--- src/rtl/divider_if.sv ---
// rtl/divider_if.sv - request/result bundle between the execute stage and the divider
interface divider_if #(
    parameter int DIV_WIDTH = 32
);
    logic                 div;
    logic                 div_signed;
    logic                 cancel;
    logic [DIV_WIDTH-1:0] x;
    logic [DIV_WIDTH-1:0] y;
    logic                 busy;
    logic                 complete;
    logic [DIV_WIDTH-1:0] s;
    logic [DIV_WIDTH-1:0] r;

    modport master (
        output div, div_signed, cancel, x, y,
        input  busy, complete, s, r
    );

    modport slave (
        input  div, div_signed, cancel, x, y,
        output busy, complete, s, r
    );
endinterface

--- src/rtl/divider.sv ---
// rtl/divider.sv - iterative radix-2 restoring divider for MIPS DIV/DIVU (quotient on s, remainder on r)
// Optional DIV_SHORTCUT_EN: |x| < |y| skips the magnitude loop and goes straight to FIX.
module divider #(
    parameter int DIV_WIDTH = 32
) (
    input logic      div_clk,
    input logic      rst,
    divider_if.slave bus
);
    localparam int CNT_W = 6;

    typedef enum logic [1:0] {
        S_IDLE,
        S_CALC,
        S_FIX
    } state_t;

    state_t               state_q, state_d;
    logic [CNT_W-1:0]     cnt_q, cnt_d;
    logic [DIV_WIDTH-1:0] dvd_q, dvd_d;
    logic [DIV_WIDTH-1:0] dsr_q, dsr_d;
    logic [DIV_WIDTH-1:0] quo_q, quo_d;
    logic [DIV_WIDTH-1:0] rem_q, rem_d;
    logic [DIV_WIDTH-1:0] s_q, s_d;
    logic [DIV_WIDTH-1:0] r_q, r_d;
    logic                 qneg_q, qneg_d;
    logic                 rneg_q, rneg_d;
    logic                 busy_q, busy_d;
    logic                 complete_q, complete_d;

    logic [DIV_WIDTH-1:0] abs_x;
    logic [DIV_WIDTH-1:0] abs_y;
    logic [DIV_WIDTH:0]   rem_wide;
    logic                 rem_ge;
    logic [DIV_WIDTH-1:0] rem_sub;

    always_comb begin
        abs_x = (bus.div_signed && bus.x[DIV_WIDTH-1]) ? -bus.x : bus.x;
        abs_y = (bus.div_signed && bus.y[DIV_WIDTH-1]) ? -bus.y : bus.y;

        // The shifted remainder needs one extra bit; once it is >= the divisor
        // the true difference fits in DIV_WIDTH bits, so a narrow subtract suffices.
        rem_wide = {rem_q, dvd_q[DIV_WIDTH-1]};
        rem_ge   = rem_wide >= {1'b0, dsr_q};
        rem_sub  = rem_wide[DIV_WIDTH-1:0] - dsr_q;

        state_d    = state_q;
        cnt_d      = cnt_q;
        dvd_d      = dvd_q;
        dsr_d      = dsr_q;
        quo_d      = quo_q;
        rem_d      = rem_q;
        s_d        = s_q;
        r_d        = r_q;
        qneg_d     = qneg_q;
        rneg_d     = rneg_q;
        complete_d = 1'b0;

        case (state_q)
            S_IDLE: begin
                if (bus.div && !bus.cancel) begin
                    dvd_d   = abs_x;
                    dsr_d   = abs_y;
                    qneg_d  = bus.div_signed & (bus.x[DIV_WIDTH-1] ^ bus.y[DIV_WIDTH-1]);
                    rneg_d  = bus.div_signed & bus.x[DIV_WIDTH-1];
                    cnt_d   = '0;
                    rem_d   = '0;
                    quo_d   = '0;
                    state_d = S_CALC;
`ifdef DIV_SHORTCUT_EN
                    if (abs_x < abs_y) begin
                        rem_d   = abs_x;
                        state_d = S_FIX;
                    end
`endif
                end
            end

            S_CALC: begin
                if (bus.cancel) begin
                    state_d = S_IDLE;
                end else begin
                    rem_d = rem_ge ? rem_sub : rem_wide[DIV_WIDTH-1:0];
                    quo_d = {quo_q[DIV_WIDTH-2:0], rem_ge};
                    dvd_d = {dvd_q[DIV_WIDTH-2:0], 1'b0};
                    cnt_d = cnt_q + 1'b1;
                    if (cnt_q == CNT_W'(DIV_WIDTH - 1)) begin
                        state_d = S_FIX;
                    end
                end
            end

            S_FIX: begin
                state_d = S_IDLE;
                if (!bus.cancel) begin
                    s_d        = qneg_q ? -quo_q : quo_q;
                    r_d        = rneg_q ? -rem_q : rem_q;
                    complete_d = 1'b1;
                end
            end

            default: state_d = S_IDLE;
        endcase

        busy_d = (state_d != S_IDLE);
    end

    always_ff @(posedge div_clk or posedge rst) begin
        if (rst) begin
            state_q    <= S_IDLE;
            cnt_q      <= '0;
            dvd_q      <= '0;
            dsr_q      <= '0;
            quo_q      <= '0;
            rem_q      <= '0;
            s_q        <= '0;
            r_q        <= '0;
            qneg_q     <= 1'b0;
            rneg_q     <= 1'b0;
            busy_q     <= 1'b0;
            complete_q <= 1'b0;
        end else begin
            state_q    <= state_d;
            cnt_q      <= cnt_d;
            dvd_q      <= dvd_d;
            dsr_q      <= dsr_d;
            quo_q      <= quo_d;
            rem_q      <= rem_d;
            s_q        <= s_d;
            r_q        <= r_d;
            qneg_q     <= qneg_d;
            rneg_q     <= rneg_d;
            busy_q     <= busy_d;
            complete_q <= complete_d;
        end
    end

    assign bus.busy     = busy_q;
    assign bus.complete = complete_q;
    assign bus.s        = s_q;
    assign bus.r        = r_q;
endmodule
--- src/flat_wrapper.sv ---
// flat-port wrapper written by rule: the top's interface ports become plain ports
module divider_flat 
#(
    parameter int DIV_WIDTH = 32
)
  (div_clk, rst, bus_div, bus_div_signed, bus_cancel, bus_x, bus_y, bus_busy, bus_complete, bus_s, bus_r);
  divider_if #(.DIV_WIDTH(DIV_WIDTH)) bus_i ();
  input logic div_clk;
  input logic rst;
  input wire logic [$bits(bus_i.div)-1:0] bus_div;
  input wire logic [$bits(bus_i.div_signed)-1:0] bus_div_signed;
  input wire logic [$bits(bus_i.cancel)-1:0] bus_cancel;
  input wire logic [$bits(bus_i.x)-1:0] bus_x;
  input wire logic [$bits(bus_i.y)-1:0] bus_y;
  output wire logic [$bits(bus_i.busy)-1:0] bus_busy;
  output wire logic [$bits(bus_i.complete)-1:0] bus_complete;
  output wire logic [$bits(bus_i.s)-1:0] bus_s;
  output wire logic [$bits(bus_i.r)-1:0] bus_r;
  assign bus_i.div = bus_div;
  assign bus_i.div_signed = bus_div_signed;
  assign bus_i.cancel = bus_cancel;
  assign bus_i.x = bus_x;
  assign bus_i.y = bus_y;
  assign bus_busy = bus_i.busy;
  assign bus_complete = bus_i.complete;
  assign bus_s = bus_i.s;
  assign bus_r = bus_i.r;
  divider #(.DIV_WIDTH(DIV_WIDTH)) u_core (.div_clk(div_clk), .rst(rst), .bus(bus_i));
endmodule
--- config.mk ---
export PLATFORM = sky130hd
export DESIGN_NAME = divider_flat
export DESIGN_NICKNAME = d
export VERILOG_FILES = /design/src/rtl/divider_if.sv /design/src/rtl/divider.sv /design/src/flat_wrapper.sv
export SDC_FILE = /design/constraint.sdc
export NUM_CORES = 1
export LEC_CHECK = 0
export ABC_CLOCK_PERIOD_IN_PS = 15050
export CORE_AREA = 4 4 154 216
export CTS_BUF_LIST = sky130_fd_sc_hd__clkbuf_4 sky130_fd_sc_hd__clkbuf_8
export DETAILED_ROUTE_END_ITERATION = 10
export DIE_AREA = 0 0 158 220
export PLACE_DENSITY_LB_ADDON = 0.2
export RECOVER_POWER = 50
export SKIP_CTS_REPAIR_TIMING = 1
export SYNTH_ARGS = -nofsm -noshare
export SYNTH_HDL_FRONTEND = slang
export SYNTH_SLANG_ARGS = --single-unit
--- constraint.sdc ---
create_clock -name div_clk -period 15.05 [get_ports div_clk]
set_input_delay 3.01 -clock div_clk [delete_from_list [all_inputs] [get_ports div_clk]]
set_output_delay 3.01 -clock div_clk [all_outputs]
set_load 0.05 [all_outputs]
=== After elaboration in Yosys (flattened, before gate mapping) ===
Index checks and enable logic that the tools add are counted.

* Bits in registers: 204
* Input port bits: 69
* Output and inout bits: 66
* Logic and storage cells: 60

* Add/sub/neg operators: 6
* $lt $le $gt $ge: 1
* Eq/ne operators: 5
* Multiplexer cells: 22
* Bitwise operators: 4
* Reductions and logical operators: 10

{| class="wikitable"
|+ Operators with widths
! operator !! count
|-
| 32-bit two-way mux || 10
|-
| 32-bit case mux with 2 select lines || 3
|-
| 32-bit negation || 4
|-
| 33-bit by 32-bit greater-or-equal comparator with 1-bit output || 1
|-
| 32-bit subtractor || 1
|-
| 6-bit two-way mux || 2
|-
| 6-bit case mux with 2 select lines || 1
|-
| 6-bit by 1-bit adder with 6-bit output, second input constant || 1
|-
| 6-bit by 5-bit equality test with 1-bit output, second input constant || 1
|-
| 2-bit two-way mux || 3
|-
| 2-bit case mux with 2 select lines || 1
|-
| 2-bit AND reduction || 2
|-
| 2-bit nonzero test || 2
|-
| 1-bit logical AND || 3
|-
| 3-bit AND reduction || 1
|-
| 1-bit AND || 2
|-
| 2-bit by 1-bit equality test with 1-bit output, second input constant || 1
|-
| 2-bit equality test, second input constant || 1
|-
| 2-bit logical NOT || 1
|-
| 1-bit two-way mux || 2
|-
| 2-bit by 1-bit inequality test with 1-bit output, second input constant || 1
|-
| 2-bit inequality test, second input constant || 1
|-
| 1-bit logical NOT || 1
|-
| 1-bit inverter || 1
|-
| 1-bit bitwise XOR || 1
|}

=== Depth between registers and ports, before layout ===
* Depth in word-level cells: 5
* Mapped depth: 13
* Mapped depth without buffers: 13

=== Least setup slack after synthesis ===
OpenSTA, ideal clock, no wires.

* Path type: input -> register
* From: input bus_x[10]
* To: register u_core.dvd_q[29]
* Setup time: 0.083 ns
* Arrival time: 5.194 ns
* Required time: 14.967 ns
* Slack: 9.774 ns
* Stages: 9
* Path buffers: 0
* Path through: or4_1 -> or3_1 -> or3_1 -> and2b_1 -> nand2_1 -> o41ai_1 -> xnor2_1 -> nor2_1 -> o21ai_0

* Word-level cells in the longest chain between the ends: 4

{| class="wikitable"
|+ RTL lines
! what !! line !! RTL
|-
| start: declaration || flat_wrapper.sv:13 || <nowiki>input wire logic [$bits(bus_i.x)-1:0] bus_x;</nowiki>
|-
| 32-bit negation || divider.sv:38 || <nowiki>abs_x = (bus.div_signed && bus.x[DIV_WIDTH-1]) ? -bus.x : bus.x;</nowiki>
|-
| 32-bit two-way mux || divider.sv:38 ||
|-
| 32-bit two-way mux || divider.sv:61 || <nowiki>if (bus.div && !bus.cancel) begin</nowiki>
|-
| 32-bit case mux with 2 select lines || divider.sv:59 || <nowiki>case (state_q)</nowiki>
|-
| end signal: assignment || divider.sv:125 || <nowiki>dvd_q <= dvd_d;</nowiki>
|-
| end: declaration || divider.sv:20 || <nowiki>logic [DIV_WIDTH-1:0] dvd_q, dvd_d;</nowiki>
|}

Every way passes these cells. The select of a mux whose other input is x is not followed.
A chain may end at the register's enable or synchronous reset.

==> results.md <==
* Status: finished with violations
* Violated checks: capacitance limit, slew limit
* HP Start: u_core.bus.s[18]
* Cell variety after synth at 63
* Total leakage power at 6.648 nW
* Die Span X at 158 µm
* Ys async rst share at 100.0%
* Post-synthesis mux area share at 1.790%
* Hold depth at 2
* IO Pins at 135
* Vias/cell at 5.121
* Dominant cells by area after synthesis: dfrtp_1 41%, o21ai_0 8.7%, nand2_1 8.1%
* Final setup vio count at 0
* Critical Path Start Type: input pin
* P per Cell Area at 145.0 nW/µm²
* CP Data Required Time at 15.53 ns
* R2R Path End: u_core.rem_q[31]
* Total grt overflow at 0
* Starting Density at 39.52%
* Area Growth Syn to Fin at 19.06%
* Fin crit share at 48.73%
* Crit-path max FO at 123
* Min-Delay Endpoint: u_core.bus.s[18]
* Critical Path Sink Type: asynchronous set/reset pin
* Total Routing Usage GR at 17.01%
* Fin nets at 1681
* Post-synth EDFFs at 0
* H-tree depth at 2
* Core Rows at 77
* Worst Tran Pin Value at 5.359 ns
* Max Slew Vio Count at 320
* Initial antenna violation count at 2
* Root Buffer Master: clkbuf_8
* Area share of xor/xnor cells in the synthesized design at 10.26%
* Compound-cell area share of the yosys netlist at 19.07%
* Die area at 34760 µm²
* Post-Syn Nets at 1581
* # DRC at 0
* DR pass1 iterations at 7
* Post-Synth Simple-Gate Area at 19.60%
* CP Buf/Inv Count at 3
* Die H at 220 µm
* Core area at 31310 µm²
* Cell family with most CP delay: buffers and inverters
* Mean Syn Cell Area at 8.394 µm²
* Crit path largest cell delay at 2.94 ns
* # port buffers at 134
* WHS at 0.4698 ns
* Layout cell share with drive strength beyond 1 at 6.203%
* Total negative slack at 0 ns
* Dpl cells at 1933
* Unrepaired setup endpoints after global routing: false
* Top_reg_cell synth: dfrtp_1
* CP cell instances: dlygate4sd3_1 -> clkinvlp_2 -> buf_4
* Crit path max-delay cell type: clkinvlp_2
* TritonCTS clock tree: yes
* Routed wire per std cell at 14.65 µm
* Post-Route WL at 29200 µm
* Rel. slew slack at -259.2%
* Final hold violation count at 0
* DR iter-0 viols at 437
* FMAX at 0.1363 GHz
* Clk sinks at 204
* Post-synthesis adder-cell area fraction at 3.903%
* WS Path Type: input pin to asynchronous set/reset pin
* Register area share after synthesis at 41.26%
* CP arrival at 7.81 ns
* Synth warnings at 0
* Top-area cell type share of the netlist area at 41.26%
* FF+latch count, synth at 204
* Reg2Reg Setup Slack at 11.52 ns
* Post-DP HPWL at 21370 µm
* HP Class: register to register
* Largest net degree at the start of global routing at 130
* Routed Antenna Nets at 0
* Via count at 10.21k
* Synth Cell Area at 12370 µm²
* Largest family of logic cells by synthesized area: simple AND/OR/NAND/NOR gates
* Worst-skew pair later-pin latency at 0.53 ns
* Clock transition at the registers of the reported paths at 0.06 ns
* Final Wtd Congestion at 0.8964
* Non-filler cells, final at 1993
* Minimum clock period at 7.334 ns
* First-pass GRT wire length at 49280 µm
* Cts bufs inserted at 34
* Max-cap violation count at 3
* Largest buffer count on any clock path at 3
* Number of global-route vias before repair at 9922
* Worst reg2reg path startpoint: u_core.rem_q[2]
* Layout Skew at 0.02505 ns
* Cells on worst reg2reg path at 10
* Max VDD drop at 0.05901 mV
* Synthesized instance count at 1474
* Largest area contributor in the netlist: dfrtp_1
## how the worst max path moves through the flow
stage,start,end,slack [ns],depth (start not counted)
2_1_floorplan,rst,u_core.bus.busy,6.47,1
3_3_place_gp,bus_y[5],u_core.dsr_q[29],8.86,9
3_5_place_dp,bus_y[5],u_core.dsr_q[29],8.80,9
4_1_cts,bus_y[5],u_core.dsr_q[29],9.37,9
5_1_grt,rst,u_core.dvd_q[2],6.65,3
6_report,rst,u_core.dvd_q[8],7.72,3
## cell families (layout without fill, tap and decap cells)
logic type	count (synthesis)	after routing
compound gates	411	411
xor+xnor	145	145
fa+ha+maj	38	38
buf+inv	135	257
flops	204	204
mux	22	22
other cells	0	2
simple gates	519	519
## flip-flops by register name, summed over array words and instances (netlist names)
name and flops:
u_core.bus.r 32, u_core.bus.s 32, u_core.dsr_q 32, u_core.dvd_q 32
u_core.quo_q 32, u_core.rem_q 32, u_core.cnt_q 6, u_core.state_q 2
u_core.bus.busy 1, u_core.bus.complete 1, u_core.qneg_q 1, u_core.rneg_q 1
## where the power goes
group	switching (mW)	internal [mW]
combinational	0.511	0.391
sequential	0.0911	0.622
clock	0.216	0.305
## worst reg2reg max path, cell delays in order, from the launching register on
cell,delay [ns]
dfrtp_1,0.47
ha_1,0.41
nand3_1,0.18
o21bai_1,0.22
nand4b_1,0.14
and2_1,0.23
a21oi_1,0.18
o31ai_4,0.54
buf_4,0.47
nand2_1,0.31
o21ai_0,0.29
## per-stage QoR
step                      area (µm²)  power (mW)  setup WS (ns)  utilization (%)
after global routing           14730       2.311          6.650            47.05
after floorplan                12370       1.415          6.473                -
after detailed placement       14030       1.628          8.803            44.80
final                          14730       2.136          7.716            47.05
after global placement         14030       1.617          8.857            44.80
after CTS                      14760       2.163          9.373            47.13
## final cells by class
type / instances / area, µm²
Inverter: 56 / 211.5
Fill cell: 3034 / 16580
Sequential cell: 204 / 5105
Timing Repair Buffer: 143 / 1398
Multi-Input combinational cell: 1135 / 6788
Clock inverter: 3 / 42.54
Antenna cell: 2 / 5.005
Clock buffer: 55 / 688.2
Tap cell: 395 / 494.2
## cells in the final DEF, fill, tap and decap left out, drive strengths merged, types with 12 or more instances in the layout
master	instances
nand3	52
o21ai	224
dlygate4sd3	26
or4	14
a21o	19
or3	18
xnor2	55
mux2i	21
nor2	83
ha	37
xor2	90
clkdlybuf4s50	108
dfrtp	204
inv	55
nand2	267
o31ai	30
nor3	16
a31oi	12
a21oi	90
clkbuf	58
## Yosys cell counts (all sizes together), types with 12 or more instances
cell type	instances
xor2	90
o31ai	30
or4	14
nor2	83
a21oi	90
a21o	19
clkbuf	73
nor3	16
dfrtp	204
mux2i	21
inv	56
or3	18
ha	37
nand2	267
a31oi	12
nand3	52
xnor2	55
o21ai	224
## metal layers
| layer | vias up | routed length [µm] | global-route usage (%) | part of all wire (%) |
|---|---|---|---|---|
| met4 | 0 | 908 | 6.230 | 3.1 |
| met2 | 183 | 13970 | 28.27 | 48 |
| met5 | - | 0 | 0 | 0 |
| met3 | 62 | 1066 | 2.417 | 3.7 |
| li1 | 5318 | - | - | - |
| met1 | 4643 | 13260 | 22.54 | 45 |
Note: power is estimated with default switching activity, not from simulation.
